`config.mk`:
```
export PLATFORM = sky130hd
export DESIGN_NAME = signed_frame_accumulator
export DESIGN_NICKNAME = d
export VERILOG_FILES = /design/src/rtl/signed_frame_accumulator.sv
export SDC_FILE = /design/constraint.sdc
export NUM_CORES = 1
export LEC_CHECK = 0
export BUFFER_PORTS_ARGS = -buffer_cell sky130_fd_sc_hd__buf_2
export CAP_MARGIN = 10
export CELL_PAD_IN_SITES_DETAIL_PLACEMENT = 0
export CELL_PAD_IN_SITES_GLOBAL_PLACEMENT = 1
export CORE_MARGIN = 5
export CORE_UTILIZATION = 48
export DETAILED_ROUTE_END_ITERATION = 8
export MAX_ROUTING_LAYER = met4
export PLACE_DENSITY = 0.86
export SLEW_MARGIN = 20
export SYNTH_ARGS = -nofsm -noshare
export SYNTH_HDL_FRONTEND = slang
export SYNTH_SLANG_ARGS = --single-unit
```
`constraint.sdc`:
```
create_clock -name clk -period 6.3 [get_ports clk]
set_clock_uncertainty 0.15 [all_clocks]
set_input_delay 0.315 -clock clk [delete_from_list [all_inputs] [get_ports clk]]
set_output_delay 0.315 -clock clk [all_outputs]
set_load 0.01 [all_outputs]
```
`src/rtl/signed_frame_accumulator.sv`:
```
// Signed frame accumulator: sums FRAME_LEN signed samples (add or subtract) and emits one result per frame.
// Define SIGNED_ACC_SATURATE_EN to clamp overflowing sums instead of wrapping modulo 2^ACC_W.
module signed_frame_accumulator #(
  parameter int DATA_W    = 8,
  parameter int ACC_W     = 16,
  parameter int FRAME_LEN = 4
) (
  input  logic              clk,
  input  logic              rst_n,
  input  logic [DATA_W-1:0] In_Data,
  input  logic              In_Sub,
  input  logic              In_Valid,
  output logic              In_Ready,
  output logic [ACC_W-1:0]  Out_Data,
  output logic              Out_Overflow,
  output logic              Out_Valid,
  input  logic              Out_Ready
);

  // Two guard bits: sign extension to ACC_W+1 plus headroom for the addition carry.
  localparam int SUM_W = ACC_W + 2;

  typedef enum logic [1:0] {
    IDLE  = 2'd0,
    ACCUM = 2'd1,
    EMIT  = 2'd2
  } state_t;

  state_t                   state_r, state_s;
  logic signed [ACC_W-1:0]  acc_r, acc_s;
  logic [7:0]               cnt_r, cnt_s;
  logic                     ovf_r, ovf_s;
  logic [ACC_W-1:0]         out_data_r, out_data_s;
  logic                     out_ovf_r, out_ovf_s;
  logic                     out_valid_r, out_valid_s;

  logic signed [SUM_W-1:0]  ext_s, opnd_s, sum_s;
  logic                     add_ovf_s;
  logic signed [ACC_W-1:0]  new_acc_s;
  logic                     accept_s;
  logic                     last_s;

  assign accept_s = In_Valid && (state_r != EMIT);
  assign last_s   = (cnt_r == 8'(FRAME_LEN - 1));

  // Extended add/subtract datapath with signed-range overflow detection.
  always_comb begin
    ext_s     = SUM_W'($signed(In_Data));
    opnd_s    = In_Sub ? -ext_s : ext_s;
    sum_s     = SUM_W'(acc_r) + opnd_s;
    // In range only when the bits from the ACC_W sign bit upward are all equal.
    add_ovf_s = !((&sum_s[SUM_W-1:ACC_W-1]) || !(|sum_s[SUM_W-1:ACC_W-1]));
`ifdef SIGNED_ACC_SATURATE_EN
    if (add_ovf_s) begin
      new_acc_s = sum_s[SUM_W-1] ? {1'b1, {(ACC_W-1){1'b0}}} : {1'b0, {(ACC_W-1){1'b1}}};
    end else begin
      new_acc_s = sum_s[ACC_W-1:0];
    end
`else
    new_acc_s = sum_s[ACC_W-1:0];
`endif
  end

  // Next-state and next-output logic.
  always_comb begin
    state_s     = state_r;
    acc_s       = acc_r;
    cnt_s       = cnt_r;
    ovf_s       = ovf_r;
    out_data_s  = out_data_r;
    out_ovf_s   = out_ovf_r;
    out_valid_s = out_valid_r;
    case (state_r)
      IDLE, ACCUM: begin
        if (accept_s) begin
          acc_s = new_acc_s;
          ovf_s = ovf_r | add_ovf_s;
          if (last_s) begin
            state_s     = EMIT;
            cnt_s       = 8'd0;
            out_data_s  = new_acc_s;
            out_ovf_s   = ovf_r | add_ovf_s;
            out_valid_s = 1'b1;
          end else begin
            state_s = ACCUM;
            cnt_s   = cnt_r + 8'd1;
          end
        end else begin
          state_s = state_r;
        end
      end
      EMIT: begin
        if (Out_Ready) begin
          state_s     = IDLE;
          acc_s       = '0;
          cnt_s       = 8'd0;
          ovf_s       = 1'b0;
          out_data_s  = '0;
          out_ovf_s   = 1'b0;
          out_valid_s = 1'b0;
        end else begin
          state_s = EMIT;
        end
      end
      default: begin
        state_s     = IDLE;
        acc_s       = '0;
        cnt_s       = 8'd0;
        ovf_s       = 1'b0;
        out_data_s  = '0;
        out_ovf_s   = 1'b0;
        out_valid_s = 1'b0;
      end
    endcase
  end

  // State and output registers.
  always_ff @(posedge clk or negedge rst_n) begin
    if (!rst_n) begin
      state_r     <= IDLE;
      acc_r       <= '0;
      cnt_r       <= 8'd0;
      ovf_r       <= 1'b0;
      out_data_r  <= '0;
      out_ovf_r   <= 1'b0;
      out_valid_r <= 1'b0;
    end else begin
      state_r     <= state_s;
      acc_r       <= acc_s;
      cnt_r       <= cnt_s;
      ovf_r       <= ovf_s;
      out_data_r  <= out_data_s;
      out_ovf_r   <= out_ovf_s;
      out_valid_r <= out_valid_s;
    end
  end

  assign In_Ready     = (state_r != EMIT);
  assign Out_Data     = out_data_r;
  assign Out_Overflow = out_ovf_r;
  assign Out_Valid    = out_valid_r;

endmodule

```
==> out/qor.txt <==
Status: complete, no violations
P_int: 0.897 mW
CP startpoint kind: primary input
Worst Path Arrival: 3600 ps
RSZ-0062 raised after global routing: no
Root Buffer: clkbuf_8
First-pass GRT wire length: 11500 microns
WP data required: 6310 ps
Die area: 0.00772 sq mm
Core box area: 0.00592 sq mm
Post-synth EDFFs: 0
Net count after synthesis: 366
Fraction of registers with async set or reset after synthesis: 100%
DR vias/cell: 5.60
Nets: 398
Commonest cells in the netlist: 65 x nand2_1, 45 x dfrtp_1, 25 x o21ai_0, 22 x ha_1
Global placer's final weighted congestion: 0.922
Slew HR: 48.6%
Slowest-stage cell, CP: ha_1
Area leader, netlist: dfrtp_1
Setup TNS: 0 ps
Clk network pwr share: 11.7%
Post-CTS Repair Setup Buffers: 0
Site Rows: 28
CTS sink count: 45
DR WL/cell: 15.3 microns
Largest net degree at the start of global routing: 46
Met3 wire len: 358 microns
Final cell count without fillers: 438
Max Buffers Root-to-Sink: 2
Syn Inst Count: 330
Synth warnings: 0
# IOs: 32
DP Cell Count: 429
CTS H-tree lvls: 2
Port bufs: 31
Hold WC Path Type: primary input to flop
Fillcell total: 550
Final Cycle Share: 57.0%
CTS buffer count: 5
Die Wd: 87.9 microns
Syn Area/Cell: 8.82 sq um
Area grow syn2layout: 11.8%
Worst skew pair latency: 300 ps
Initial Util: 49.2%
Max Cap Viol: 0
Routed vias: 2454
Synth Flop Type: dfrtp_1
Multi-input logic area: 0.00171 sq mm
Sequential fraction of the synthesis area: 38.7%
Max VDD drop: 0.263 mV
Met2 wire len: 2800 microns
DRT iter0 DRCs: 170
Net switching power: 0.740 mW
Crit. End Element: flop
Die Height: 87.9 microns
Combinational power share: 58.1%
Switching Share: 45.2%
Uppermost layer routed: met4
CTS tree: yes
ANT nets after route: 0
Layout cells sized above 1: 14.0%
Total track usage: 19.7%
Count of different cell masters after synthesis: 45
Hold Vio Cnt, Final: 0
Placed inst area: 0.00315 sq mm
Flop and latch count out of synthesis: 45
P_leak: 1.57 nW
Post-Syn Area: 0.00291 sq mm
Diodes inserted: 0
Total grt overflow: 0
DRT Wirelength: 6710 microns
Pre-antenna DRT Iters: 4
Fin area: 0.00326 sq mm
# setup viols final: 0
Top cell type's share of synthesized area: 38.7%
Worst slew pin tran: 768 ps
Seq pwr share: 30.2%
Fmax: 0.279 GHz
Count leader, synth: nand2_1
Count of pins over their slew limit: 0
Pwr dens: 503 mW/mm^2
Drt drc: 0
Slowest cell delay on critical path: 400 ps
Number of antenna violations at the first check in global routing: 0
CP Cell Sequence: buf_2 -> inv_1 -> ha_1 -> nand2_1 -> or3_1 -> nor3_1 -> inv_1 -> ha_1 -> a21oi_1 -> ha_1 -> nand2_1 -> a2111oi_0 -> nor2_1 -> o31ai_2 -> xnor2_1 -> mux2i_1 -> o31ai_1
CP Max Fanout: 6
Register area: 0.00113 sq mm
Main area contributors after synthesis: dfrtp_1 39%, ha_1 9.5%, nand2_1 8.4%, o21ai_0 4.3%, xnor2_1 4.2%
Vias in the first global route: 2424
Fin crit period: 3590 ps
Post-DP HPWL: 5040 microns
Cell mode on critical path: ha_1
DRT met1 WL: 3440 microns
Clock transition at path regs: 90 ps
Critical path class: primary input to flop
## path summary, 6_finish.rpt
check | from | end | slack (ps) | cells past startpoint
worst max-delay path | In_Data[1] | ovf_r | 2710 | 17
worst min-delay path | In_Valid | state_r[0] | 120 | 2
worst max register to register | acc_r[4] | ovf_r | 3420 | 9
worst min register to register | Out_Data[3] | Out_Data[3] | 330 | 2
max in group asynchronous | rst_n | Out_Data[10] | 5200 | 2
min in group asynchronous | rst_n | cnt_r[6] | 400 | 2
## critical path, delay by kind of cell
kind	cells	cell delay, ps
and+or+nand+nor	5	960
adders and majority gates	3	820
AOI/OAI and AO/OA	4	810
muxes	1	280
buffers and inverters	3	250
xor gates and xnor gates	1	170
## area by class of cell
| class | count | area share [%] |
|---|---|---|
| multi-input combinational | 265 | 52.6 |
| sequential | 45 | 34.6 |
| timing repair buffer | 35 | 5.84 |
| tap | 75 | 2.88 |
| clock buffer | 6 | 2.54 |
| inverter | 10 | 1.15 |
| clock inverter | 2 | 0.423 |
## power groups by stage
| stage | Sequential, mW | Clock [mW] | Combinational (mW) |
|---|---|---|---|
| finish | 0.494 | 0.192 | 0.951 |
| global route | 0.512 | 0.212 | 1.07 |
| CTS | 0.495 | 0.199 | 0.952 |
| detailed placement | 0.499 | 0 | 0.945 |
| global placement | 0.499 | 0 | 0.944 |
| floorplan | 0.504 | 0 | 0.687 |
## metrics by stage
stage / util (%) / total power [mW] / worst slack [ps] / hold WS, ps
after floorplan: - / 1.19 / 2870 / -131
after global routing: 55.0 / 1.79 / 2380 / 122
after global placement: 53.1 / 1.44 / 2500 / 302
after CTS: 54.8 / 1.65 / 2710 / 65.1
after detailed placement: 53.1 / 1.44 / 2380 / 307
final: 55.0 / 1.64 / 2710 / 117
## layout by cell type, fill, tap and decap left out, drive strengths merged, types with 2 or more instances in the layout
cell / netlist / routed
clkbuf: 8 / 6
nand3: 9 / 9
clkinv: 0 / 2
buf: 2 / 34
xnor2: 14 / 14
nand2b: 5 / 5
inv: 10 / 10
a21o: 5 / 5
o21a: 3 / 3
o31ai: 8 / 8
o21ai: 30 / 30
nor2b: 2 / 2
or3: 4 / 4
nor2: 21 / 21
a21oi: 22 / 22
xor2: 13 / 13
ha: 22 / 22
and2: 2 / 2
nand4: 2 / 2
a22o: 11 / 11
nor3: 4 / 4
and3: 3 / 3
a22oi: 4 / 4
dfrtp: 45 / 45
nand2: 65 / 65
## repair_timing
action	in CTS	in global routing
hold buffers	0	1
hold endpoints to repair	0	45
gates resized for setup	0	0
## state kept, by name (all words and copies together) (netlist names)
register,count
ovf_r,1
state_r,2
acc_r,16
Out_Overflow,1
Out_Valid,1
cnt_r,8
Out_Data,16
## kinds of logic (layout without fill, tap and decap cells)
logic type | count (synthesis) | count (layout) | synth area share (%)
AOI/OAI and AO/OA | 94 | 94 | 21.7
adders and majority gates | 23 | 23 | 10.1
muxes | 1 | 1 | 0.344
buffers and inverters | 20 | 53 | 2.66
DFF | 45 | 45 | 38.7
xor gates and xnor gates | 27 | 27 | 8.12
and+or+nand+nor | 120 | 120 | 18.4
## layer usage
layer	GRT usage, %	up-vias
met5	-	-
met4	6.83	0
met3	3.29	11
met2	28.3	65
met1	28.1	1141
li1	-	1237
Power figures use the tool's default switching activity.
